[config.mk]
export PLATFORM = sky130hd
export DESIGN_NAME = sddr_port_arbiter
export DESIGN_NICKNAME = d
export VERILOG_FILES = /design/src/rtl/sddr_arb_pkg.sv /design/src/rtl/sddr_rr_grant.sv /design/src/rtl/sddr_port_arbiter.sv
export SDC_FILE = /design/constraint.sdc
export NUM_CORES = 1
export LEC_CHECK = 0
export CORE_AREA = 2 2 283 285
export CTS_CLUSTER_DIAMETER = 150
export DETAILED_ROUTE_END_ITERATION = 6
export DIE_AREA = 0 0 285 287
export GPL_ROUTABILITY_DRIVEN = 0
export PLACE_DENSITY_LB_ADDON = 0.1
export SLEW_MARGIN = 20
export SYNTH_ARGS = -nofsm -noshare
export SYNTH_HDL_FRONTEND = slang
export SYNTH_SLANG_ARGS = --single-unit
[constraint.sdc]
create_clock -name cpu_clock_i -period 2.1 [get_ports cpu_clock_i]
set_clock_uncertainty 0.1 [all_clocks]
set_input_delay 0.21 -clock cpu_clock_i [delete_from_list [all_inputs] [get_ports cpu_clock_i]]
set_output_delay 0.21 -clock cpu_clock_i [all_outputs]
set_load 0.01 [all_outputs]
[src/rtl/sddr_arb_pkg.sv]
// rtl/sddr_arb_pkg.sv - shared types, default widths and round-robin helper for the port arbiter
package sddr_arb_pkg;

    typedef enum logic [1:0] {
        IDLE     = 2'd0,
        ISSUE    = 2'd1,
        WAIT_RSP = 2'd2
    } arb_state_e;

    localparam int DEF_ADDRESS_BITS  = 27;
    localparam int DEF_CMD_DATA_BITS = 128;

    function automatic int unsigned rr_next(input int unsigned cur, input int unsigned n);
        return (cur + 1 >= n) ? 0 : cur + 1;
    endfunction

endpackage

[src/rtl/sddr_rr_grant.sv]
// rtl/sddr_rr_grant.sv - combinational one-hot round-robin grant starting at the pointer
module sddr_rr_grant
    import sddr_arb_pkg::*;
#(
    parameter int NUM_PORTS = 2,
    parameter int PTR_W     = 1
) (
    input  logic [NUM_PORTS-1:0] i_req,
    input  logic [PTR_W-1:0]     i_rr_ptr,
    output logic [NUM_PORTS-1:0] o_grant
);

    logic             w_found;
    logic [PTR_W-1:0] w_idx;

    always_comb begin
        o_grant = '0;
        w_found = 1'b0;
        w_idx   = '0;
        for (int k = 0; k < NUM_PORTS; k++) begin
            w_idx = PTR_W'((int'(i_rr_ptr) + k) % NUM_PORTS);
            if (!w_found && i_req[w_idx]) begin
                o_grant[w_idx] = 1'b1;
                w_found        = 1'b1;
            end
        end
    end

endmodule

[src/rtl/sddr_port_arbiter.sv]
// rtl/sddr_port_arbiter.sv - round-robin sharing of the DDR data command port; SDDR_ARB_TIMEOUT_EN adds a read watchdog
module sddr_port_arbiter
    import sddr_arb_pkg::*;
#(
    parameter int NUM_PORTS     = 2,
    parameter int ADDRESS_BITS  = DEF_ADDRESS_BITS,
    parameter int CMD_DATA_BITS = DEF_CMD_DATA_BITS,
    parameter int RSP_TIMEOUT   = 4096
) (
    input  logic                               cpu_clock_i,
    input  logic                               reset_n_i,
    input  logic [NUM_PORTS-1:0]               port_cmd_valid_i,
    input  logic [NUM_PORTS*ADDRESS_BITS-1:0]  port_cmd_address_i,
    input  logic [NUM_PORTS-1:0]               port_cmd_write_i,
    input  logic [NUM_PORTS*CMD_DATA_BITS-1:0] port_cmd_data_i,
    output logic [NUM_PORTS-1:0]               port_cmd_ack_o,
    output logic [NUM_PORTS-1:0]               port_rsp_ready_o,
    output logic [CMD_DATA_BITS-1:0]           port_rsp_data_o,
    output logic                               port_rsp_error_o,
    output logic                               mem_cmd_valid_o,
    output logic [ADDRESS_BITS-1:0]            mem_cmd_address_o,
    output logic                               mem_cmd_write_o,
    output logic [CMD_DATA_BITS-1:0]           mem_cmd_data_o,
    input  logic                               mem_cmd_ack_i,
    input  logic                               mem_rsp_ready_i,
    input  logic [CMD_DATA_BITS-1:0]           mem_rsp_data_i,
    output logic                               busy_o
);

    localparam int PTR_W = (NUM_PORTS > 1) ? $clog2(NUM_PORTS) : 1;

    arb_state_e               r_state, w_state_nxt;
    logic [PTR_W-1:0]         r_rr_ptr;
    logic [PTR_W-1:0]         r_owner;
    logic                     r_cmd_valid;
    logic [ADDRESS_BITS-1:0]  r_cmd_addr;
    logic                     r_cmd_write;
    logic [CMD_DATA_BITS-1:0] r_cmd_data;
    logic [NUM_PORTS-1:0]     r_rsp_ready;
    logic [CMD_DATA_BITS-1:0] r_rsp_data;
    logic                     r_rsp_error;

    logic [NUM_PORTS-1:0]     w_grant;
    logic [PTR_W-1:0]         w_winner;
    logic                     w_xfer;
    logic                     w_timeout;
    logic [NUM_PORTS-1:0]     w_owner_onehot;

    sddr_rr_grant #(
        .NUM_PORTS (NUM_PORTS),
        .PTR_W     (PTR_W)
    ) u_rr_grant (
        .i_req     (port_cmd_valid_i),
        .i_rr_ptr  (r_rr_ptr),
        .o_grant   (w_grant)
    );

    always_comb begin
        w_winner = '0;
        for (int i = 0; i < NUM_PORTS; i++) begin
            if (w_grant[i]) w_winner = PTR_W'(i);
        end
    end

    assign w_xfer         = (r_state == IDLE) && (|w_grant);
    assign w_owner_onehot = NUM_PORTS'(1) << r_owner;

`ifdef SDDR_ARB_TIMEOUT_EN
    localparam int TO_W = ($clog2(RSP_TIMEOUT) > 13) ? $clog2(RSP_TIMEOUT) : 13;
    logic [TO_W-1:0] r_to_cnt;

    // The ISSUE cycle clears the counter so it reads 0 on the first WAIT_RSP cycle.
    always_ff @(posedge cpu_clock_i or negedge reset_n_i) begin
        if (!reset_n_i) begin
            r_to_cnt <= '0;
        end else if (r_state == ISSUE) begin
            r_to_cnt <= '0;
        end else if (r_state == WAIT_RSP) begin
            r_to_cnt <= r_to_cnt + 1'b1;
        end
    end

    assign w_timeout = (r_state == WAIT_RSP) && !mem_rsp_ready_i &&
                       (r_to_cnt == TO_W'(RSP_TIMEOUT - 1));
`else
    assign w_timeout = 1'b0;
`endif

    always_ff @(posedge cpu_clock_i or negedge reset_n_i) begin
        if (!reset_n_i) r_state <= IDLE;
        else            r_state <= w_state_nxt;
    end

    always_comb begin
        w_state_nxt = r_state;
        case (r_state)
            IDLE:     if (w_xfer) w_state_nxt = ISSUE;
            ISSUE:    if (mem_cmd_ack_i) w_state_nxt = r_cmd_write ? IDLE : WAIT_RSP;
            WAIT_RSP: if (mem_rsp_ready_i || w_timeout) w_state_nxt = IDLE;
            default:  w_state_nxt = IDLE;
        endcase
    end

    always_ff @(posedge cpu_clock_i or negedge reset_n_i) begin
        if (!reset_n_i) begin
            r_rr_ptr    <= '0;
            r_owner     <= '0;
            r_cmd_valid <= 1'b0;
            r_cmd_addr  <= '0;
            r_cmd_write <= 1'b0;
            r_cmd_data  <= '0;
            r_rsp_ready <= '0;
            r_rsp_data  <= '0;
            r_rsp_error <= 1'b0;
        end else begin
            r_rsp_ready <= '0;
            case (r_state)
                IDLE: begin
                    if (w_xfer) begin
                        r_cmd_addr  <= port_cmd_address_i[w_winner*ADDRESS_BITS +: ADDRESS_BITS];
                        r_cmd_write <= port_cmd_write_i[w_winner];
                        r_cmd_data  <= port_cmd_data_i[w_winner*CMD_DATA_BITS +: CMD_DATA_BITS];
                        r_cmd_valid <= 1'b1;
                        r_owner     <= w_winner;
                        r_rr_ptr    <= PTR_W'(rr_next(32'(w_winner), NUM_PORTS));
                    end
                end
                ISSUE: begin
                    if (mem_cmd_ack_i) r_cmd_valid <= 1'b0;
                end
                WAIT_RSP: begin
                    // A real response beats a watchdog expiry in the same cycle.
                    if (mem_rsp_ready_i) begin
                        r_rsp_ready <= w_owner_onehot;
                        r_rsp_data  <= mem_rsp_data_i;
                        r_rsp_error <= 1'b0;
                    end else if (w_timeout) begin
                        r_rsp_ready <= w_owner_onehot;
                        r_rsp_data  <= '0;
                        r_rsp_error <= 1'b1;
                    end
                end
                default: ;
            endcase
        end
    end

    assign port_cmd_ack_o    = (r_state == IDLE) ? w_grant : '0;
    assign port_rsp_ready_o  = r_rsp_ready;
    assign port_rsp_data_o   = r_rsp_data;
    assign port_rsp_error_o  = r_rsp_error;
    assign mem_cmd_valid_o   = r_cmd_valid;
    assign mem_cmd_address_o = r_cmd_addr;
    assign mem_cmd_write_o   = r_cmd_write;
    assign mem_cmd_data_o    = r_cmd_data;
    assign busy_o            = (r_state != IDLE);

endmodule

# Yosys cells after proc, flatten, opt, wreduce, memory -nomap -nowiden
# Cells that the tools add are included.
classes:
  eq_ne: 5
  n_shift: 3
  muxes: 26
  bitwise: 1
  add_sub_neg: 2
  reduce_logical: 13
  magnitude_cmp: 6
  multipliers: 1
ops:
  columns: ["op", "n"]
  rows:
  - ["indexed part select 256 x 9 -> 128 bit", 1]
  - ["indexed part select 54 x 7 -> 27 bit", 1]
  - ["2-to-1 mux 2 bit", 9]
  - ["2-to-1 mux 1 bit", 13]
  - ["less-than comparator 1 x 2 -> 1 bit, second input constant", 3]
  - ["multiplier 1 x 5 -> 6 bit, second input constant", 1]
  - ["!= test 2 bit, second input constant", 3]
  - ["one-hot mux 2 bit (3 select lines)", 1]
  - ["AND reduction 3 bit", 2]
  - ["logical AND 1 bit", 4]
  - ["AND reduction 2 bit", 2]
  - ["nonzero test 2 bit", 2]
  - ["adder 1 x 1 -> 2 bit, second input constant", 1]
  - ["demux 1 bit (select 1 bit)", 2]
  - ["equality test 2 x 1 -> 1 bit, second input constant", 1]
  - ["equality test 2 bit, second input constant", 1]
  - [">= comparator 1 bit, second input constant", 2]
  - [">= comparator 2 bit, second input constant", 1]
  - ["logical NOT 2 bit", 1]
  - ["bitwise OR 2 bit", 1]
  - ["one-hot mux 1 bit (2 select lines)", 1]
  - ["OR reduction 2 bit", 1]
  - ["<< shifter 1 x 1 -> 2 bit, first input constant", 1]
  - ["adder 1 bit, second input constant", 1]
  - ["logical NOT 1 bit", 1]
word_totals:
  reg_bits: 291
  wordCells: 66
  in_bits: 446
  out_inout_bits: 291

# Logic depth before layout (Yosys ltp)
depth:
  depth_word: 11
  mapped_depth: 6
  ltp_nobuf: 4

# Modules after synthesis
# A second synthesis with hierarchy kept.
unflattened:
  hier_cells: 849
  area_unflattened_um2: 11853.9
modules_own_cells:
  columns: ["mod", "seq_area_each_um2", "cells_each", "instances", "area_each_um2"]
  rows:
  - ["sddr_port_arbiter", 7282.0, 846, 1, 11835.1]
  - ["sddr_rr_grant", 0.0, 3, 1, 18.8]

# Worst setup path before layout
# Ideal clock, no wire load.
synth_path:
  kind: "reg-to-reg"
  start: "reg r_state[1]"
  end: "reg r_cmd_data[65], in the netlist mem_cmd_data_o[65]"
  setup_time_ns: 0.126
  stages_incl_launch_ff: 6
  synth_period_minus_slack_ns: 1.584
  required_ns: 1.874
  t_arrival_ns: 1.358
  slack_ns: 0.516
  path_buffers: 2
  cell_sequence: "dfrtp_1 nor2_2 buf_2 buf_1 a21boi_0 a221o_1"
synth_via:
  elab_chain_cells: 3
synth_rtl:
  columns: ["element", "line_no", "source"]
  rows:
  - ["from (decl)", "sddr_port_arbiter.sv:32", "arb_state_e r_state, w_state_nxt;"]
  - ["from (signal assigned)", "sddr_port_arbiter.sv:91", "else r_state <= w_state_nxt;"]
  - ["logical NOT 2 bit *", "sddr_port_arbiter.sv:65, sddr_port_arbiter.sv:117", null]
  - ["logical AND 1 bit", "sddr_port_arbiter.sv:65", "assign w_xfer = (r_state == IDLE) && (|w_grant);"]
  - ["AND reduction 2 bit (no line) *", null, null]
  - ["to (signal assigned)", "sddr_port_arbiter.sv:122", "r_cmd_data <= port_cmd_data_i[w_winner*CMD_DATA_BITS +: CMD_DATA_BITS];"]
  - ["to (decl)", "sddr_port_arbiter.sv:38", "logic [CMD_DATA_BITS-1:0] r_cmd_data;"]
# Mark *: on every way between the ends. The rest lies on a longest branch, timed or not.
# A chain may end at the register's enable or synchronous reset.

# Worst setup path after layout
layout_path:
  start: "reg r_state[1]"
  end: "out busy_o"
layout_via:
  elab_chain_cells: 1
layout_rtl:
  columns: ["element", "line_no", "source"]
  rows:
  - ["nonzero test 2 bit", "sddr_port_arbiter.sv:156", "assign busy_o = (r_state != IDLE);"]
  - ["to (decl)", "sddr_port_arbiter.sv:27", "output logic busy_o"]
# Every way passes these cells.

==> results.ini <==
[status]
status=finished, final reports clean

[drt]
remaining_drc_errors=0
drt_pass1_iterations=5
wl_per_cell_um=21.81
dr.first_iter.drc_count=418
vias=11200
viasPerCell=4.046
wl_mm=60.34
postRouteAntennaNets=0

[die]
num_rows=103
num_io_pins=737
start_util_pct=15.55
core_area_um2=78610
die_area_um2=81800
fp.dieW_um=285
dieHeight_um=287

[sta]
tightest_slew_ns=0.7023
slew_violations=0
finalSetupViolCount=0
fmax_ghz=0.4992
hold_viol_final=0
rsz0062_at_grt=false
period_share_pct=95.39
fin_crit_ns=2.003
holdWs_ns=0.09647
timing.slew.headroom_pct=53.11

[yosys]
syn_nets=1376
synth_top_family_by_area=compound AO/OA/AOI/OAI gates
synthTopCellsByArea=dfrtp_1 60%, mux2_2 12%, a221o_1 9.7%, a21boi_0 7.2%, a31oi_1 1.9%
synth.most_common_cell=dfrtp_1
synth_seq_cells=291
synthTopCellsByCount=291 x dfrtp_1, 128 x mux2_2, 118 x a21boi_0, 118 x a221o_1, 48 x clkbuf_1
synthArstFlopShare_pct=100.0
ys.flop_type=dfrtp_1
synthAdderAreaFrac_pct=0
yosysTopAreaCellShare_pct=59.58
avgSynthCellArea_um2=13.14
synthDistinctLibCells=30
synth_area_um2=12220
ys_seq_area_share_pct=59.58
synth_edf_count=0
synth_simple_gate_area_share_pct=2.139
yosysTopAreaCell=dfrtp_1
synth_compound_area_share_pct=22.32
muxShareOfSynthArea_pct=11.79
yosysWarnings=0
synthXorXnorAreaFrac_pct=0
netlist_instances=930

[power_and_ir_drop]
pwr-share-seq_pct=30.5
vdd_ir_drop_max_mv=0.5271
leakage_nw=9.024
internal_power_mw=21.30
swShare_pct=33.58
powerDensity_nw_per_um2=1418
power_frac_comb_pct=47.2
pwr-share-clk_pct=22.3
switching_power_mw=10.77

[placement]
hpwl_mm=44.11
port_buffers=735

[run]
timing.max_cap.violations=0

[layout]
drive_gt1_share_pct=15.43
final_util_pct=28.78
fill_cells=8132
areaGrowthSynthToFinish_pct=85.10
nets=2119

[clock_tree]
cts_tree=done
clkLatencyLatePin_ns=0.57
path_clk_slew_ns=0.05
cts.sinks=291
clockBufferDepth=3
clockRootBuffer=clkbuf_16
h-tree-depth=2
cts_buffers=42

[global_routing]
antenna_found_initial=12
grt_start_max_net_pins=85
grt_pass1_wl_mm=85.38
track_usage_pct=13.98
grt_overflow=0
grt_pass1_vias=12170

[worst_setup_path]
crit_chain=nor2_4, buf_4, buf_12, inv_1, clkdlybuf4s15_1
slowest_stage=dfrtp_1
crit_type=flip-flop to output port
crit_required_ns=1.79
critical_path_arrival_ns=1.69
slowest_delay_ns=0.40
path_buf_inv=4
crit_family=buffers and inverters
crit_path_end_kind=output port
cp-start-kind=flip-flop
crit_path_max_fanout=8

[min_path]
hold_path.class=input port to asynchronous set/reset pin

-- through the flow --
step / total power [mW] / setup TNS (ns) / setup WS [ns] / cells / instance area [um^2]
floorplan: 15.93 / 0 / 0.5164 / 930 / 12220
global placement: 24.93 / 0 / 0.06145 / 2669 / 21080
detailed placement: 24.95 / -0.01683 / -0.01229 / 2669 / 21080
CTS: 32.56 / 0 / 0.004391 / 2753 / 22550
global route: 33.99 / 0 / 0.008313 / 2764 / 22620
finish: 32.07 / 0 / 0.09684 / 2767 / 22620
-- layer usage --
metal  routed length [um]  vias to the layer above  track usage, %
li1                     -                     5068               -
met1                22750                     5567           15.48
met2                31130                      474           25.04
met3                 4845                       82           4.810
met4                 1588                        4           4.476
met5                   27                        -               0
-- cell families after synthesis --
logic type | Yosys count
buffers and inverters | 102
AOI/OAI and AO/OA | 357
muxes | 128
DFF | 291
and+or+nand+nor | 51
other | 1
-- worst reg2reg max path, cell delays in order, from the launching register on --
cell and delay (ns):
dfrtp_1 0.40, nor2_4 0.17, buf_4 0.14, buf_12 0.12, buf_4 0.18, buf_8 0.26
a21boi_0 0.18, a221o_1 0.28
-- power by group through the flow --
| stage | combinational, mW | sequential [mW] | clock (mW) |
|---|---|---|---|
| 2_1_floorplan | 4.97 | 11.0 | 0 |
| 3_3_place_gp | 15.1 | 9.81 | 0 |
| 3_5_place_dp | 15.1 | 9.83 | 0 |
| 4_1_cts | 15.3 | 9.82 | 7.45 |
| 5_1_grt | 16.2 | 10.1 | 7.67 |
| 6_report | 15.1 | 9.78 | 7.15 |
-- flip-flops by register name, summed over array words and instances (netlist names) --
name / flops
mem_cmd_data_o: 128
port_rsp_data_o: 128
mem_cmd_address_o: 27
port_rsp_ready_o: 2
r_state: 2
mem_cmd_valid_o: 1
mem_cmd_write_o: 1
r_owner: 1
r_rr_ptr: 1
-- layout by cell type, fill, tap and decap left out, types with 2 or more instances in the layout --
master and count:
clkbuf_1 11, clkbuf_16 44, clkinv_2 4, clkdlybuf4s50_1 731, a21oi_1 40, o21ai_0 29
a21boi_0 118, nor2_1 2, dfrtp_1 290, clkbuf_8 12, inv_1 4, nand3_1 38
clkinv_4 3, a31oi_1 38, a221o_1 118, buf_8 2, diode_2 12, nand2_1 2
o21ai_1 11, clkinv_8 2, buf_4 34, buf_12 22, mux2_2 128
-- cell type report --
type	instances	area [um^2]	area share [%]
Antenna cell	12	30.03	0.1327
Timing Repair Buffer	795	8125	35.91
Inverter	6	27.53	0.1217
Multi-Input combinational cell	537	4454	19.69
Sequential cell	291	7283	32.19
Tap cell	1050	1314	5.807
Clock inverter	10	107.6	0.4756
Clock buffer	66	1282	5.669
-- final timing paths --
path                                      from                   to  cells past startpoint  slack (ns)
setup / recovery                    r_state[1]               busy_o                      5         0.1
setup reg to reg                    r_state[1]   mem_cmd_data_o[46]                      7        0.14
hold reg to reg                        r_owner  port_rsp_ready_o[0]                      1        0.33
max in group asynchronous            reset_n_i  port_rsp_data_o[98]                      3        1.00
hold / removal                       reset_n_i  port_rsp_data_o[15]                      2         0.1
min in group cpu_clock_i   port_cmd_data_i[92]   mem_cmd_data_o[92]                      3        0.11
-- what timing repair did --
| action | in CTS | in global routing |
|---|---|---|
| hold buffers | 1 | 0 |
| hold endpoints to repair | 167 | 0 |
| buffers inserted | 8 | 1 |
| endpoints found under the setup margin | 3 | 95 |
| gates resized for setup | 8 | 7 |
| gates cloned | 0 | 1 |
| pin swaps | 1 | 1 |
No activity file was read; power rests on OpenSTA's default activity.
